$ cat config.mk
export PLATFORM = sky130hd
export DESIGN_NAME = clk_period_meter
export DESIGN_NICKNAME = d
export VERILOG_FILES = /design/src/rtl/clk_period_meter.sv
export SDC_FILE = /design/constraint.sdc
export NUM_CORES = 1
export LEC_CHECK = 0
export BUFFER_PORTS_ARGS = -buffer_cell sky130_fd_sc_hd__buf_4
export CORE_UTILIZATION = 50
export DETAILED_ROUTE_END_ITERATION = 8
export PLACE_DENSITY = 0.76
export RECOVER_POWER = 100
export SLEW_MARGIN = 15
export SYNTH_ARGS = -nofsm -noshare
export SYNTH_HDL_FRONTEND = slang
export SYNTH_SLANG_ARGS = --single-unit
$ cat constraint.sdc
create_clock -name clk -period 1.79 [get_ports clk]
set_input_delay 0.179 -clock clk [delete_from_list [all_inputs] [get_ports clk]]
set_output_delay 0.179 -clock clk [all_outputs]
set_load 0.05 [all_outputs]
$ cat src/rtl/clk_period_meter.sv
`default_nettype none
// +--------------------------------------------------------------------------+
// | Module   : clk_period_meter                                              |
// | Purpose  : Synchronises a slow periodic signal into the clk domain and   |
// |            measures its period and high time in clk cycles, flagging a   |
// |            sticky timeout when rising edges stop arriving.               |
// | Revision : 1.0  initial release                                          |
// +--------------------------------------------------------------------------+
module clk_period_meter #(
  parameter int CNT_W       = 32,
  parameter int TIMEOUT     = 50000000,
  parameter int SYNC_STAGES = 2
) (
  input  logic             clk,
  input  logic             rst,
  input  logic             sig_in,
  output logic             edge_pulse,
  output logic [CNT_W-1:0] period,
  output logic [CNT_W-1:0] high_time,
  output logic             period_valid,
  output logic             timeout
);

  localparam logic [CNT_W-1:0] c_one      = CNT_W'(1);
  localparam logic [CNT_W-1:0] c_cnt_max  = '1;
  localparam logic [CNT_W-1:0] c_timeout  = CNT_W'(TIMEOUT);

  typedef enum logic [0:0] {
    ST_IDLE    = 1'b0,
    ST_MEASURE = 1'b1
  } state_t;

  // Registered state
  logic [SYNC_STAGES-1:0] r_sync_q;
  logic                   r_s_dly_q;
  logic                   r_edge_q;
  logic [CNT_W-1:0]       r_cnt_q;
  logic [CNT_W-1:0]       r_hcnt_q;
  logic [CNT_W-1:0]       r_hold_q;
  logic [CNT_W-1:0]       r_period_q;
  logic [CNT_W-1:0]       r_high_q;
  logic                   r_valid_q;
  logic                   r_timeout_q;
  state_t                 r_state_q;

  // Next-state values
  logic [SYNC_STAGES-1:0] w_sync_d;
  logic                   w_s;
  logic                   w_rise;
  logic                   w_fall;
  logic [CNT_W-1:0]       w_cnt_d;
  logic [CNT_W-1:0]       w_hcnt_d;
  logic [CNT_W-1:0]       w_hold_d;
  logic [CNT_W-1:0]       w_period_d;
  logic [CNT_W-1:0]       w_high_d;
  logic                   w_valid_d;
  logic                   w_timeout_d;
  state_t                 w_state_d;

  // Synchroniser shift and edge detection on the synchronised signal
  always_comb begin
    w_sync_d = {r_sync_q[SYNC_STAGES-2:0], sig_in};
    w_s      = r_sync_q[SYNC_STAGES-1];
    w_rise   = w_s & ~r_s_dly_q;
    w_fall   = ~w_s & r_s_dly_q;
  end

  // Period and high-time counters restart on a rise and saturate instead of wrapping
  always_comb begin
    w_cnt_d  = r_cnt_q;
    w_hcnt_d = r_hcnt_q;
    w_hold_d = r_hold_q;
    if (w_rise) begin
      w_cnt_d  = c_one;
      w_hcnt_d = c_one;
    end else begin
      if (r_cnt_q != c_cnt_max) begin
        w_cnt_d = r_cnt_q + c_one;
      end
      if (w_s && (r_hcnt_q != c_cnt_max)) begin
        w_hcnt_d = r_hcnt_q + c_one;
      end
    end
    // Latch the high run length when the signal drops; reported at the next rise
    if (w_fall) begin
      w_hold_d = r_hcnt_q;
    end
  end

  // Measurement FSM: first rise only arms the count, later rises publish a result
  always_comb begin
    w_state_d   = r_state_q;
    w_period_d  = r_period_q;
    w_high_d    = r_high_q;
    w_valid_d   = 1'b0;
    w_timeout_d = r_timeout_q;
    case (r_state_q)
      ST_IDLE: begin
        if (w_rise) begin
          w_state_d = ST_MEASURE;
        end
      end
      ST_MEASURE: begin
        // A rise coinciding with the timeout count still counts as a valid period
        if (w_rise) begin
          w_period_d  = r_cnt_q;
          w_high_d    = r_hold_q;
          w_valid_d   = 1'b1;
          w_timeout_d = 1'b0;
        end else if (r_cnt_q == c_timeout) begin
          w_timeout_d = 1'b1;
          w_state_d   = ST_IDLE;
        end
      end
      default: begin
        w_state_d = ST_IDLE;
      end
    endcase
  end

  // All state and registered outputs, synchronous active-high reset
  always_ff @(posedge clk) begin
    if (rst) begin
      r_sync_q    <= '0;
      r_s_dly_q   <= 1'b0;
      r_edge_q    <= 1'b0;
      r_cnt_q     <= '0;
      r_hcnt_q    <= '0;
      r_hold_q    <= '0;
      r_period_q  <= '0;
      r_high_q    <= '0;
      r_valid_q   <= 1'b0;
      r_timeout_q <= 1'b0;
      r_state_q   <= ST_IDLE;
    end else begin
      r_sync_q    <= w_sync_d;
      r_s_dly_q   <= w_s;
      r_edge_q    <= w_rise;
      r_cnt_q     <= w_cnt_d;
      r_hcnt_q    <= w_hcnt_d;
      r_hold_q    <= w_hold_d;
      r_period_q  <= w_period_d;
      r_high_q    <= w_high_d;
      r_valid_q   <= w_valid_d;
      r_timeout_q <= w_timeout_d;
      r_state_q   <= w_state_d;
    end
  end

  assign edge_pulse   = r_edge_q;
  assign period       = r_period_q;
  assign high_time    = r_high_q;
  assign period_valid = r_valid_q;
  assign timeout      = r_timeout_q;

endmodule
`default_nettype wire

-- After elaboration in Yosys (flattened, before gate mapping)
Cells that the tools add are included.
- input port bits: 3
- output and inout port bits: 67
- bits in registers: 167
- $add $sub $neg: 2
- muxes and demuxes: 10
- bitwise operators: 5
- reductions and logical operators: 8
- equal/unequal tests: 3
- operators with widths (kind ; number):
    $add A32 B1 Y32 const B ; 2
    $ne A32 B32 Y1 const B ; 2
    $eq A32 B26 Y1 const B ; 1
    $mux W1 ; 9
    $reduce_bool A2 Y1 ; 3
    $reduce_and A2 Y1 ; 2
    $reduce_or A2 Y1 ; 2
    $not A1 Y1 ; 3
    $and A1 B1 Y1 ; 2
    $pmux W1 S2 ; 1
    $logic_and A1 B1 Y1 ; 1

-- Longest topological paths before layout
Gate-level depths: netlist of run 1.
- word-level depth: 4
- mapped depth: 7
- mapped depth without buffers: 7

-- Least setup slack after synthesis of run 1
Ideal clock, no wire load.
- kind: reg-to-reg
- from: reg r_cnt_q[1]
- to: reg r_cnt_q[28]
- data arrival time: 1900 ps
- period minus slack after synthesis: 1959 ps
- data required time: 1731 ps
- setup time: 59 ps
- setup slack: -169 ps
- stages on the path, launching flop included: 7
- path buffers: 0
- cell sequence: dfxtp_1 -> ha_1 -> nand3_1 -> nor4_1 -> o211ai_1 -> or4_1 -> nand2_1
- longest elaborated chain between the ends: 1
- elaborated cells between the ends (all ways): 2
- classes of those cells: add/sub (1); eq/ne (1)
- ends and longest elaborated chain (item ; RTL line ; RTL):
    start: declaration ; 37 ; logic [CNT_W-1:0] r_cnt_q;
    start signal: assignment ; 139 ; r_cnt_q <= w_cnt_d;
    $add A32 B1 Y32 / $ne A32 B32 Y1 (equally long branches) ; 78, 77 ;
Parallel ways exist; a longest one is shown, timed or not.
A chain may end at the register's enable or synchronous reset.

-- Worst setup path in the final report of run 1
- from: reg r_cnt_q[7]
- to: reg r_cnt_q[2]
- longest elaborated chain between the ends: 1
- ends and longest elaborated chain (item ; RTL line ; RTL):
    $ne A32 B32 Y1 ; 77 ; if (r_cnt_q != c_cnt_max) begin
Every way passes these cells.

==> results of run 1 <==
-- synthesized netlist by cell type, types with 11 or more instances --
cell,instances
dfxtp_1,167
nand2_1,98
a22o_1,64
a21oi_1,58
nor2_1,41
clkbuf_1,30
nand3_1,24
o21ai_0,21
nand4_1,20
or3_1,16
xnor2_1,16
inv_1,13
nor4_1,13
and4_1,11
-- placed cells by master, fill, tap and decap left out, drive strengths merged --
master	n
nand2	98
bufinv	7
ha	3
or3	21
o21ai	27
a211oi	7
nand3	24
inv	16
clkinvlp	5
nand4	23
o31ai	7
nand2b	3
nor4b	4
a21o	1
a31oi	3
o21bai	2
dlygate4sd3	1
and4	11
o2111ai	4
mux2i	3
or4	12
o311ai	1
or2	2
dfxtp	167
and3	6
a31o	1
nor3b	1
nor4	14
o211ai	9
nor3	7
a22o	64
buf	114
clkbuf	96
nor2b	3
a21oi	60
nor2	41
o41ai	1
xnor2	16
xor2	9
-- per-layer routing --
metal / share of wire, % / vias to the layer above
met4: 3.6 / 0
met5: 0 / -
met3: 4.5 / 54
li1: - / 2949
met2: 51 / 189
met1: 41 / 3012
-- logic make-up (layout without fill, tap and decap cells) --
kind of cell | Yosys count | in the layout | share of synthesized area (%)
simple gates | 270 | 270 | 21.6
compound gates | 187 | 187 | 19.8
flops | 167 | 167 | 50.9
buf+inv | 55 | 239 | 3.37
xor+xnor | 25 | 25 | 3.33
fa+ha+maj | 3 | 3 | 0.571
mux | 3 | 3 | 0.457
-- cell type report --
type | instances | area (µm²) | area share (%)
sequential | 167 | 3390 | 38.3
multi-input combinational | 488 | 3280 | 37.2
timing repair buffer | 194 | 1200 | 13.6
clock buffer | 17 | 425 | 4.82
clock inverter | 15 | 272 | 3.07
tap | 172 | 215 | 2.44
inverter | 13 | 48.8 | 0.552
-- registers in the layout (all words and copies together), names as in the netlist --
register / cells
timeout: 1
r_cnt_q: 32
r_s_dly_q: 1
r_hold_q: 32
r_sync_q: 2
r_hcnt_q: 32
period_valid: 1
period: 32
edge_pulse: 1
high_time: 32
r_state_q: 1
-- worst max path at each step --
stage                                          end  slack, ns  cells after the start
after floorplan            r_cnt_q[7]$_SDFFE_PP0P_      -0.02                      7
after global placement    r_cnt_q[26]$_SDFFE_PP0P_      -0.12                      6
after detailed placement  r_cnt_q[20]$_SDFFE_PP0P_      -0.15                      6
after CTS                 r_cnt_q[19]$_SDFFE_PP0P_      -0.01                      7
after global routing       r_cnt_q[2]$_SDFFE_PP0P_      -0.16                      7
final                      r_cnt_q[2]$_SDFFE_PP0P_      -0.10                      7
-- where the power goes --
| part | leakage (nW) | switching, mW | internal, mW | total [mW] |
|---|---|---|---|---|
| Clock | 0.323 | 1.53 | 2.76 | 4.29 |
| Combinational | 1.55 | 0.156 | 0.0718 | 0.228 |
| Sequential | 1.36 | 0.0133 | 3.72 | 3.74 |
-- repair_timing --
| item | CTS | global route |
|---|---|---|
| setup endpoints to repair | 25 | 57 |
| pin swaps | 5 | 25 |
| hold buffers | 1 | 0 |
| resized for setup | 18 | 43 |
| hold endpoints to repair | 1 | 0 |
| cloned | 1 | 0 |
| buffers inserted | 5 | 8 |
-- worst max-delay path, delay by kind of cell, from the launching register on --
family	cells	cell delay, ns
AO/OA/AOI/OAI	1	0.20
buffers and inverters	3	0.42
flip-flops	1	0.33
AND/OR/NAND/NOR	3	0.86
-- through the flow --
step                      worst slack [ns]  area [µm²]  instances  hold WS [ns]  setup TNS, ns
after global placement              -0.121        8090       1019         0.400         -0.281
after global routing                -0.160        8830       1066        0.0718          -3.24
after detailed placement            -0.150        8090       1019         0.428         -0.984
after CTS                          -0.0134        8930       1058        0.0578        -0.0230
after floorplan                    -0.0244        6680        710         0.270        -0.0928
final                               -0.102        8830       1066        0.0708         -0.596
==> results.py, run 1 <==
metrics = {
    "worst_hold_path": {
        "min_to": "r_hold_q[28]$_SDFFE_PP0P_",
        "hold_start": "rst",
        "whs_path_depth": 2,
        "hp-class": "in2reg",
    },
    "clock_network": {
        "cts_tree": "done",
        "cts_max_level": 4,
        "cts_buffers": 17,
        "clk_latency_ns": 0.43,
        "cts_sinks": 167,
        "cts-root-buf": "clkbuf_16",
        "clk_pin_slew_ns": 0.07,
        "clockBufferDepth": 2,
    },
    "floorplanning": {
        "fp-row-count": 41,
        "coreArea_um2": 12700,
        "die_h_um": 117,
        "ios": 70,
        "die_w_um": 117,
        "start_util_pct": 51.6,
        "die_area_um2": 13600,
    },
    "synthesis": {
        "synthesis.area_um2": 6570,
        "synth_warnings": 0,
        "synth-async-reset-ratio_pct": 0,
        "synth-main-ff-cell": "dfxtp_1",
        "synth-edff-count": 0,
        "synth_top_area_share_pct": 50.9,
        "synthCells": 710,
        "synth.area.top_cells": "dfxtp_1 51%, a22o_1 8.5%, nand2_1 5.6%, a21oi_1 4.4%, nor2_1 2.3%",
        "syn_area_per_cell_um2": 9.25,
        "synth_seq_cells": 167,
        "ys_types": 49,
        "syn-num-nets": 716,
        "ys_seq_area_share_pct": 50.9,
        "synth_area_leader_cell": "dfxtp_1",
    },
    "drt": {
        "wl_per_cell_um": 17.0,
        "vias_per_cell": 5.82,
        "drtPass1Iterations": 5,
        "ant_nets": 0,
        "dr.first_iter.drc_count": 390,
        "routed_wl_mm": 18.1,
        "route.detailed.drc": 0,
        "vias": 6204,
    },
    "grt": {
        "grt_remaining_overflow": 0,
        "met1_usage_pct": 29.4,
        "use_met2_pct": 47.4,
        "grt_pass1_vias": 5912,
        "antenna_found_initial": 0,
        "grt_usage_pct": 26.6,
        "busiest_layer": "met2",
        "grt_max_degree": 50,
        "grt_pass1_wl_mm": 27.9,
        "grt_util_met3_pct": 6.33,
    },
    "job": {
        "cap_violations": 0,
    },
    "setup_path": {
        "rrSetupSlack_ns": -0.10,
        "required_ns": 2.13,
        "cp_max_fo": 9,
        "crit_arrival_ns": 2.24,
        "regToRegEndpoint": "r_cnt_q[2]$_SDFFE_PP0P_",
        "worstSetupPathType": "reg2reg",
        "cp_slowest_cell": "or3_4",
        "startpoint_type": "flop",
        "path_cells": "nand4_1 > buf_6 > or3_4 > nor3_4 > buf_4 > inv_1 > a31oi_1",
        "critPathLaunch": "r_cnt_q[7]$_SDFFE_PP0P_",
        "r2r-start": "r_cnt_q[7]$_SDFFE_PP0P_",
        "cpPeakStageDelay_ns": 0.44,
        "r2r.worst_path.cells": 7,
        "critPathCaptureType": "flop",
    },
    "pwr": {
        "pwr_density_cell_nw_per_um2": 935,
        "total_power_mw": 8.26,
        "vdd_ir_drop_max_mv": 0.678,
        "p_leak_nw": 3.23,
    },
    "timing": {
        "maxSlewViolCount": 0,
        "hold_viol": 0,
        "finalClockSkew_ns": 0.00905,
        "fin_ws_ns": -0.102,
        "fin_crit_ns": 1.89,
        "max_freq_ghz": 0.528,
        "period_share_pct": 106,
        "worst_slew_pin_slew_ns": 0.626,
        "setup_viol": 19,
        "slew_headroom_pct": 58.3,
        "rsz0062_at_grt": "true",
    },
    "placement": {
        "io_buffer_count": 69,
        "hpwl_mm": 11.8,
        "place.gp.congestion": 0.901,
    },
    "final_layout": {
        "fillers": 1036,
        "diodes": 0,
        "area_growth_pct": 34.5,
        "layout-drive-gt1-share_pct": 26.8,
        "final_util_pct": 69.4,
        "finalNetCount": 887,
    },
    "outcome": {
        "violations": "negative setup slack",
        "status": "complete, but fails checks",
    },
}
Note: power is estimated with default switching activity, not from simulation.
==> inputs of run 2 (changes only) <==
--- a/config.mk
+++ b/config.mk
@@ -5,10 +5,10 @@
 export SDC_FILE = /design/constraint.sdc
 export NUM_CORES = 1
 export LEC_CHECK = 0
-export BUFFER_PORTS_ARGS = -buffer_cell sky130_fd_sc_hd__buf_4
 export CORE_UTILIZATION = 50
 export DETAILED_ROUTE_END_ITERATION = 8
-export PLACE_DENSITY = 0.76
+export DONT_BUFFER_PORTS = 1
+export PLACE_DENSITY = 0.72
 export RECOVER_POWER = 100
 export SLEW_MARGIN = 15
 export SYNTH_ARGS = -nofsm -noshare
==> run 2 against run 1 <==
The flow still finishes with violations (negative setup slack); setup slack improved by 0.060 ns; clock-buffer cell count increased by 4; utilization decreased by 3.1 points; clock power decreased by 17%; fmax increased by 3.3%; critical path depth decreased by 1; final cell count decreased by 7.0%; via count decreased by 6.7%; global-route usage decreased by 1.4 points; critical path type unchanged.
==> results.py, run 2 (synthesis gave the netlist of run 1 again) <==
metrics = {
    "drt": {
        "vias": 5791,
        "route.detailed.drc": 0,
        "drtPass1Iterations": 5,
        "ant_nets": 0,
        "wl_per_cell_um": 17.0,
        "vias_per_cell": 5.84,
        "routed_wl_mm": 16.8,
        "dr.first_iter.drc_count": 272,
    },
    "clock_network": {
        "clk_latency_ns": 0.44,
        "cts-root-buf": "clkbuf_16",
        "cts_sinks": 167,
        "clk_pin_slew_ns": 0.06,
        "cts_buffers": 17,
        "cts_tree": "done",
        "clockBufferDepth": 2,
        "cts_max_level": 4,
    },
    "timing": {
        "fin_crit_ns": 1.83,
        "setup_viol": 31,
        "worst_slew_pin_slew_ns": 0.777,
        "rsz0062_at_grt": "true",
        "period_share_pct": 102,
        "fin_ws_ns": -0.0419,
        "max_freq_ghz": 0.546,
        "finalClockSkew_ns": 0.0103,
        "hold_viol": 0,
        "maxSlewViolCount": 0,
        "slew_headroom_pct": 48.2,
    },
    "final_layout": {
        "multiInputGateArea_um2": 3250,
        "final_util_pct": 66.3,
        "fillers": 1034,
        "diodes": 0,
        "layout-drive-gt1-share_pct": 28.9,
        "finalNetCount": 812,
        "regArea_um2": 3400,
        "area_growth_pct": 28.4,
        "stdcell_area_um2": 8440,
        "layout.cells.most_common": "dfxtp_1",
        "final_cell_mix": "134 x dfxtp_1, 103 x buf_4, 98 x nand2_1",
    },
    "pwr": {
        "vdd_ir_drop_max_mv": 0.519,
        "p_sw_mw": 1.64,
        "clockPowerShare_pct": 47.5,
        "seqPwrFrac_pct": 49.7,
        "intPower_mw": 5.88,
        "pwr-share-comb_pct": 2.8,
        "power.share.switching_pct": 21.8,
        "pwr_density_cell_nw_per_um2": 891,
        "p_leak_nw": 3.07,
        "total_power_mw": 7.52,
    },
    "grt": {
        "grt_pass1_vias": 5672,
        "grt_remaining_overflow": 0,
        "grt_max_degree": 39,
        "grt_pass1_wl_mm": 26.6,
        "antenna_found_initial": 0,
        "grt_usage_pct": 25.2,
    },
    "floorplanning": {
        "die_h_um": 117,
        "die_area_um2": 13600,
        "fp-row-count": 41,
        "start_util_pct": 51.6,
        "ios": 70,
        "coreArea_um2": 12700,
        "die_w_um": 117,
    },
    "setup_path": {
        "critPathCaptureType": "flop",
        "cp_max_fo": 7,
        "rrSetupSlack_ns": -0.04,
        "crit_arrival_ns": 2.16,
        "r2r-start": "r_cnt_q[7]$_SDFFE_PP0P_",
        "startpoint_type": "flop",
        "worstSetupPathType": "reg2reg",
        "r2r.worst_path.cells": 6,
        "regToRegEndpoint": "r_cnt_q[25]$_SDFFE_PP0P_",
        "required_ns": 2.12,
    },
    "worst_hold_path": {
        "hold_start": "rst",
        "min_to": "r_hcnt_q[9]$_SDFFE_PP0P_",
        "whs_path_depth": 4,
        "hp-class": "in2reg",
    },
    "placement": {
        "io_buffer_count": 0,
        "place.gp.congestion": 0.897,
        "hpwl_mm": 11.2,
        "post_dp_cell_area_um2": 7570,
    },
    "outcome": {
        "status": "complete, but fails checks",
        "violations": "negative setup slack",
    },
    "job": {
        "cap_violations": 0,
    },
}
run 2: what timing repair did:
action / CTS / global route
pin swaps: 4 / 28
gates resized for setup: 14 / 50
endpoints found under the setup margin: 26 / 51
setup buffers: 3 / 6
hold endpoints to repair: 38 / 0
gates cloned: 1 / 0
hold buffers: 2 / 0
run 2: layout make-up:
type,count,share of cell area (%)
Clock buffer,21,5.34
Clock inverter,11,1.50
Inverter,13,0.578
Multi-Input combinational cell,488,38.5
Sequential cell,167,40.3
Tap cell,172,2.55
Timing Repair Buffer,119,11.3
run 2: critical path: stages, from the launching register on:
cell and delay (ns):
dfxtp_2 0.32, nand4_1 0.18, buf_6 0.19, or4_4 0.48
a211oi_4 0.25, a21oi_2 0.08, a31o_2 0.22
run 2: how the worst max path moves through the flow:
stage                        startpoint                         to  depth (start not counted)
2_1_floorplan  r_cnt_q[16]$_SDFFE_PP0P_    r_cnt_q[7]$_SDFFE_PP0P_                          7
3_3_place_gp    r_cnt_q[7]$_SDFFE_PP0P_    r_cnt_q[9]$_SDFFE_PP0P_                          5
6_report        r_cnt_q[7]$_SDFFE_PP0P_   r_cnt_q[25]$_SDFFE_PP0P_                          6
3_5_place_dp   r_hcnt_q[1]$_SDFFE_PP0P_  r_hcnt_q[27]$_SDFFE_PP0P_                          6
5_1_grt        r_cnt_q[15]$_SDFFE_PP0P_   r_cnt_q[25]$_SDFFE_PP0P_                          5
4_1_cts         r_cnt_q[6]$_SDFFE_PP0P_   r_cnt_q[25]$_SDFFE_PP0P_                          6
run 2: power groups by stage:
stage | Clock [mW] | Sequential [mW] | Combinational (mW)
after CTS | 3.62 | 3.74 | 0.210
after global placement | 0 | 3.82 | 0.179
after detailed placement | 0 | 3.82 | 0.186
after global routing | 3.80 | 3.74 | 0.227
final | 3.57 | 3.74 | 0.210
after floorplan | 0 | 3.82 | 0.115
run 2: per-layer routing:
layer	global-route usage [%]	wire, µm	vias to the layer above
li1	-	-	2795
met1	28.5	7070	2799
met2	44.7	8630	164
met3	6.69	768	33
met4	10.8	367	0
met5	0	0	-
run 2: metrics by stage:
stage          hold slack [ns]  worst slack [ns]  std cells  TNS (ns)
2_1_floorplan            0.270           -0.0244        710   -0.0928
3_3_place_gp             0.254           -0.0130        947   -0.0748
3_5_place_dp             0.255            -0.102        947     -1.16
4_1_cts                 0.0168           -0.0632        985   -0.0714
5_1_grt                  0.106            -0.124        991     -6.09
6_report                0.0928           -0.0419        991    -0.275
